<file path="src/rtl/ahb_lite_single_master.sv">
`default_nettype none
// ============================================================================
// ahb_lite_single_master: valid/ready command -> one non-burst AHB-Lite transfer
// Rev 1.0
// ============================================================================
module ahb_lite_single_master #(
  parameter logic [3:0] HPROT_VAL = 4'b0011
) (
  input  logic        HCLK,
  input  logic        HRESETn,
  input  logic        cmd_valid,
  output logic        cmd_ready,
  input  logic        cmd_write,
  input  logic [31:0] cmd_addr,
  input  logic [2:0]  cmd_size,
  input  logic [31:0] cmd_wdata,
  output logic        rsp_valid,
  output logic        rsp_error,
  output logic [31:0] rsp_rdata,
  output logic [31:0] HADDR,
  output logic [1:0]  HTRANS,
  output logic        HWRITE,
  output logic [2:0]  HSIZE,
  output logic [2:0]  HBURST,
  output logic [3:0]  HPROT,
  output logic        HMASTLOCK,
  output logic [31:0] HWDATA,
  input  logic [31:0] HRDATA,
  input  logic        HREADY,
  input  logic        HRESP
);

  localparam logic [1:0] TR_IDLE   = 2'b00;
  localparam logic [1:0] TR_NONSEQ = 2'b10;

  typedef enum logic [1:0] {
    S_IDLE   = 2'd0,
    S_ADDR   = 2'd1,
    S_DATA   = 2'd2,
    S_BADCMD = 2'd3
  } state_t;

  state_t      state_q;
  logic        cmd_ready_q;
  logic        rsp_valid_q;
  logic        rsp_error_q;
  logic [31:0] rsp_rdata_q;
  logic [31:0] haddr_q;
  logic [1:0]  htrans_q;
  logic        hwrite_q;
  logic [2:0]  hsize_q;
  logic [31:0] hwdata_q;
  logic [31:0] wdata_q;

  logic        cmd_legal_d;
  logic [31:0] hwdata_d;
  logic [31:0] rdata_d;

  always_comb begin
    cmd_legal_d = 1'b1;
    if (cmd_size > 3'd2) begin
      cmd_legal_d = 1'b0;
    end else if ((cmd_size == 3'd1) && cmd_addr[0]) begin
      cmd_legal_d = 1'b0;
    end else if ((cmd_size == 3'd2) && (cmd_addr[1:0] != 2'b00)) begin
      cmd_legal_d = 1'b0;
    end
  end

  // Narrow writes are replicated across all byte lanes so any slave lane decode works.
  always_comb begin
    case (hsize_q)
      3'd0:    hwdata_d = {4{wdata_q[7:0]}};
      3'd1:    hwdata_d = {2{wdata_q[15:0]}};
      default: hwdata_d = wdata_q;
    endcase
  end

  always_comb begin
    rdata_d = '0;
    case (hsize_q)
      3'd0:    rdata_d[7:0]  = HRDATA[{haddr_q[1:0], 3'b000} +: 8];
      3'd1:    rdata_d[15:0] = haddr_q[1] ? HRDATA[31:16] : HRDATA[15:0];
      default: rdata_d       = HRDATA;
    endcase
  end

  always_ff @(posedge HCLK or negedge HRESETn) begin
    if (!HRESETn) begin
      state_q     <= S_IDLE;
      cmd_ready_q <= 1'b1;
      rsp_valid_q <= 1'b0;
      rsp_error_q <= 1'b0;
      rsp_rdata_q <= '0;
      haddr_q     <= '0;
      htrans_q    <= TR_IDLE;
      hwrite_q    <= 1'b0;
      hsize_q     <= '0;
      hwdata_q    <= '0;
      wdata_q     <= '0;
    end else begin
      rsp_valid_q <= 1'b0;
      case (state_q)
        S_IDLE: begin
          if (cmd_valid && cmd_ready_q) begin
            cmd_ready_q <= 1'b0;
            if (cmd_legal_d) begin
              state_q  <= S_ADDR;
              htrans_q <= TR_NONSEQ;
              haddr_q  <= cmd_addr;
              hwrite_q <= cmd_write;
              hsize_q  <= cmd_size;
              wdata_q  <= cmd_wdata;
            end else begin
              state_q <= S_BADCMD;
            end
          end
        end
        S_BADCMD: begin
          state_q     <= S_IDLE;
          cmd_ready_q <= 1'b1;
          rsp_valid_q <= 1'b1;
          rsp_error_q <= 1'b1;
          rsp_rdata_q <= '0;
        end
        S_ADDR: begin
          if (HREADY) begin
            state_q  <= S_DATA;
            htrans_q <= TR_IDLE;
            if (hwrite_q) begin
              hwdata_q <= hwdata_d;
            end
          end
        end
        S_DATA: begin
          // First ERROR cycle has HREADY low; only the HREADY-high cycle completes.
          if (HREADY) begin
            state_q     <= S_IDLE;
            cmd_ready_q <= 1'b1;
            rsp_valid_q <= 1'b1;
            rsp_error_q <= HRESP;
            rsp_rdata_q <= (!hwrite_q && !HRESP) ? rdata_d : 32'h0;
          end
        end
        default: state_q <= S_IDLE;
      endcase
    end
  end

  assign cmd_ready = cmd_ready_q;
  assign rsp_valid = rsp_valid_q;
  assign rsp_error = rsp_error_q;
  assign rsp_rdata = rsp_rdata_q;
  assign HADDR     = haddr_q;
  assign HTRANS    = htrans_q;
  assign HWRITE    = hwrite_q;
  assign HSIZE     = hsize_q;
  assign HWDATA    = hwdata_q;
  assign HBURST    = 3'b000;
  assign HPROT     = HPROT_VAL;
  assign HMASTLOCK = 1'b0;

endmodule
`default_nettype wire

</file>
<file path="config.mk">
export PLATFORM = sky130hd
export DESIGN_NAME = ahb_lite_single_master
export DESIGN_NICKNAME = d
export VERILOG_FILES = /design/src/rtl/ahb_lite_single_master.sv
export SDC_FILE = /design/constraint.sdc
export NUM_CORES = 1
export LEC_CHECK = 0
export CAP_MARGIN = 20
export CORE_MARGIN = 4
export CORE_UTILIZATION = 46
export CTS_BUF_LIST = sky130_fd_sc_hd__clkbuf_8
export DETAILED_ROUTE_END_ITERATION = 16
export PLACE_DENSITY = 0.79
export SYNTH_ARGS = -nofsm -noshare
export SYNTH_HDL_FRONTEND = slang
export SYNTH_SLANG_ARGS = --single-unit
</file>
<file path="constraint.sdc">
create_clock -name HCLK -period 2.2 [get_ports HCLK]
set_input_delay 0.33 -clock HCLK [delete_from_list [all_inputs] [get_ports HCLK]]
set_output_delay 0.33 -clock HCLK [all_outputs]
set_load 0.05 [all_outputs]
</file>
==> results summary <==
The run finished with clean final reports. CTS placed an instance of clkbuf_8 at the clock tree root. The total I/O pin count is 218. In the post-route analysis, the smallest setup slack over all paths is 177.0 ps. After detailed routing, the number of vias per cell comes to 5.139.

Before CTS, the worst setup slack after placement is 8.848 ps. The die footprint is 14680 um2. The achievable clock frequency came out at 494.3 MHz.

The total number of nets in the final design is 781. The maximum single-stage delay on the critical path came out at 850 ps. Along the worst path, the maximum fanout reaches 5. The total of endpoints with negative setup slack in the final report came out at 0.

The kind of capture point of the worst setup path is an output port. The required time of the critical path came out at 1870 ps. The count of flip-flops with a built-in enable after synthesis is 0. The global-route track usage on met1 is 26.99%.

In this run the number of cells on the critical path is 1. Once detail routing completed, the nets flagged for antenna violations numbered 0. Of the total synthesized cell area, the portion taken by AND, OR, NAND and NOR gates is 6.331%. Entering global routing, the biggest net connects 57 pins. The worst max-slew margin expressed relative to the limit is 55.65%. The cell count after synthesis came out at 460.

The H-tree generated during clock tree synthesis spans 4 levels. The clock buffer count from CTS came out at 17. The standard cell core area is 12570 um2. The number of buffer and inverter instances along the worst setup path is 1.

The main combinational cell family by area after synthesis is multiplexers. Measured along the y axis, the die boundary spans 121.2 um. The detail-routed net length per standard cell came out at 18.69 um. The global-route wire length before repair came out at 25360 um. The initial antenna violation count is 0. TritonCTS built the clock tree. The area growth from synthesis to final layout came out at 47.93%. The number of cells on the worst reg-to-reg path came out at 4. The fraction of met3 tracks used by global routing is 7.319%. The peak supply drop came out at 1001 uV.

Traced cell by cell, the critical path runs through clkdlybuf4s50_1. The final-layout worst hold slack came out at 379.8 ps. The DRC violations left came out at 0. The critical path is of the flop to output port type.

After global routing, the most crowded layer is met2. In this run the cell area of the synthesized design comes to 5889 um2. During synthesis, Yosys emitted a total of 0 warnings. The tightest min-delay check is of the primary input to async pin type. The static leakage power is 3.913 nW.

The global routing usage summed across all routing layers is 22.48%. The maximum clock insertion buffer count is 2. A synthesized cell averages 12.80 um2. The total grt overflow came out at 0.

The largest delay contributor family on the critical path is buffers and inverters. The post-route setup TNS came out at 0 ps. For the pin with the worst max-slew slack, the measured transition is 660.8 ps. The count of standard-cell rows is 41. The synthesized netlist devotes 0% of its cell area to adder and majority cells. The number of clock sinks came out at 138.

In this run the power density over the cells is 1490 nW/um2. The total number of vias came out at 4425. The portion of synthesized area spent on multiplexers is 21.12%. The total wire length is 16090 um. The source-to-sink clock delay at the later pin of the worst-skew pair is 440 ps.

The synthesized netlist devotes 10.16% of its cell area to compound gates. Clock-pin slew was measured on the worst setup and hold paths at 80 ps. The number of port buffers came out at 208. The half-perimeter wire length of the detailed placement result is 11770 um. The number of search-and-repair iterations in the first detailed-routing pass is 4.

The minimum period implied by the final worst setup slack is 2023 ps. The arrival time of data at the critical path endpoint came out at 1690 ps. STA classifies the critical path startpoint as a flop. The share of layout cells above drive strength 1 came out at 20.61%. The width of the die is 121.2 um. Summing the sequential cell areas from Yosys gives 58.66% of the chip area. The effective utilization at floorplan is 46.86%. The count of state elements after synthesis came out at 138.

The critical-path cell with the highest stage delay is clkdlybuf4s50_1. The final cycle utilization of the critical path is 91.96%. The total count of hold-check failures in the final report is 0. The count of antenna diodes in the layout is 0. For this block, the initial DRC count from the detailed router was 392.

The post-synthesis share of cell area spent on xor and xnor gates is 0%. The number of max-capacitance violations reported is 0. The number of distinct library cells after synthesis came out at 42. The leading register cell type out of synthesis is dfrtp_1. The clock tree skew after final layout is 13.09 ps.

Setup repair after global routing left no endpoint under its margin. The final count of pins violating max slew is 0. The met2 track demand over resource came out at 37.51%. The routability congestion estimate from global placement came out at 0.8283. The number of global-route vias before repair is 4780.

The fraction of synthesis flops using an asynchronous set or reset pin is 100.0%. After clock tree synthesis, the setup repair step added 0 buffers.
==> power breakdown <==
group	internal, mW	switching (mW)
Combinational	2.50	3.90
Clock	1.44	0.970
Sequential	3.49	0.685
==> per-stage QoR <==
step	total power [mW]	area [um2]	util (%)	std cells
finish	12.98	8712	69.32	861
detailed placement	10.63	8228	65.47	828
CTS	13.07	8707	69.28	861
global placement	10.44	8228	65.47	828
global route	13.61	8712	69.32	861
floorplan	8.273	5916	-	467
==> worst register-to-register path, delay by kind of cell (launching register included) <==
kind	cells	cell delay [ps]
and+or+nand+nor	2	1190
DFF	1	460
AOI/OAI and AO/OA	2	270
==> cell usage after synthesis, types with 3 or more instances <==
master | instances | area [um2]
nor2b_1 | 4 | 25.02
dfrtp_1 | 137 | 3428
mux2_2 | 74 | 833.3
buf_2 | 11 | 55.05
a21boi_0 | 3 | 22.52
a22o_1 | 16 | 140.1
a22oi_1 | 12 | 90.09
clkbuf_1 | 14 | 52.55
mux2i_1 | 29 | 290.3
nor2_1 | 7 | 26.28
nand2b_1 | 4 | 25.02
mux2_4 | 8 | 120.1
nand2_1 | 47 | 176.4
buf_4 | 10 | 75.07
o21ai_0 | 48 | 240.2
a31oi_1 | 3 | 18.77
==> sequential cells by signal, summed over array words and instances (netlist names) <==
name	flops
HTRANS	1
cmd_ready	1
HWRITE	1
rsp_rdata	32
rsp_valid	1
wdata_q	32
HADDR	32
state_q	2
rsp_error	1
HSIZE	3
HWDATA	32
==> layout make-up <==
class / count / area [um2]
flip-flops and latches: 138 / 3455
multi-input cells: 290 / 2268
repair buffers: 228 / 2300
clock inverters: 12 / 195.2
fillers: 920 / 3856
clock buffers: 20 / 275.3
well taps: 172 / 215.2
inverters: 1 / 3.754
==> cells in the final DEF (no fill, tap or decap), types with 2 or more instances in the layout <==
cell type,n
o21ai_0,48
buf_4,15
or2_1,2
nand2b_1,4
clkdlybuf4s50_1,203
inv_1,3
clkbuf_8,20
a31oi_1,3
dlymetal6s2s_1,2
dfrtp_1,137
mux2_4,8
buf_12,5
or3_1,2
a22o_1,16
a21boi_0,3
a22oi_1,12
mux2i_1,29
mux2_2,74
clkinvlp_4,2
nor2_1,6
o21a_1,2
nand2_1,47
bufinv_16,5
conb_1,9
nor2b_1,4
==> layer usage <==
metal	routed length (um)	up-vias	share of wire (%)
li1	-	2051	-
met1	6399	2171	40
met2	8068	175	50
met3	1216	28	7.6
met4	410	0	2.5
met5	0	-	0
==> worst paths after layout <==
kind	from	to	slack [ps]
setup reg to reg	HSIZE[1]	rsp_rdata[4]	190
min in group HCLK	rsp_rdata[7]	rsp_rdata[7]	480
hold reg to reg	rsp_rdata[7]	rsp_rdata[7]	480
setup / recovery	HADDR[0]	HADDR[0]	180
hold / removal	HRESETn	wdata_q[11]	380
max in group asynchronous	HRESETn	wdata_q[17]	1080
==> cells by family (layout without fill, tap and decap cells) <==
logic type      Yosys count  in the layout
compound gates           94             94
buf+inv                  39            261
flops                   138            138
mux                     111            111
other cells               2              9
simple gates             76             76
==> timing repair <==
action | in CTS | in global routing
resized for setup | 1 | 2
gates cloned | 0 | 0
hold endpoints to repair | 39 | 0
hold buffers | 1 | 0
setup endpoints to repair | 1 | 2
Power figures use the tool's default switching activity.
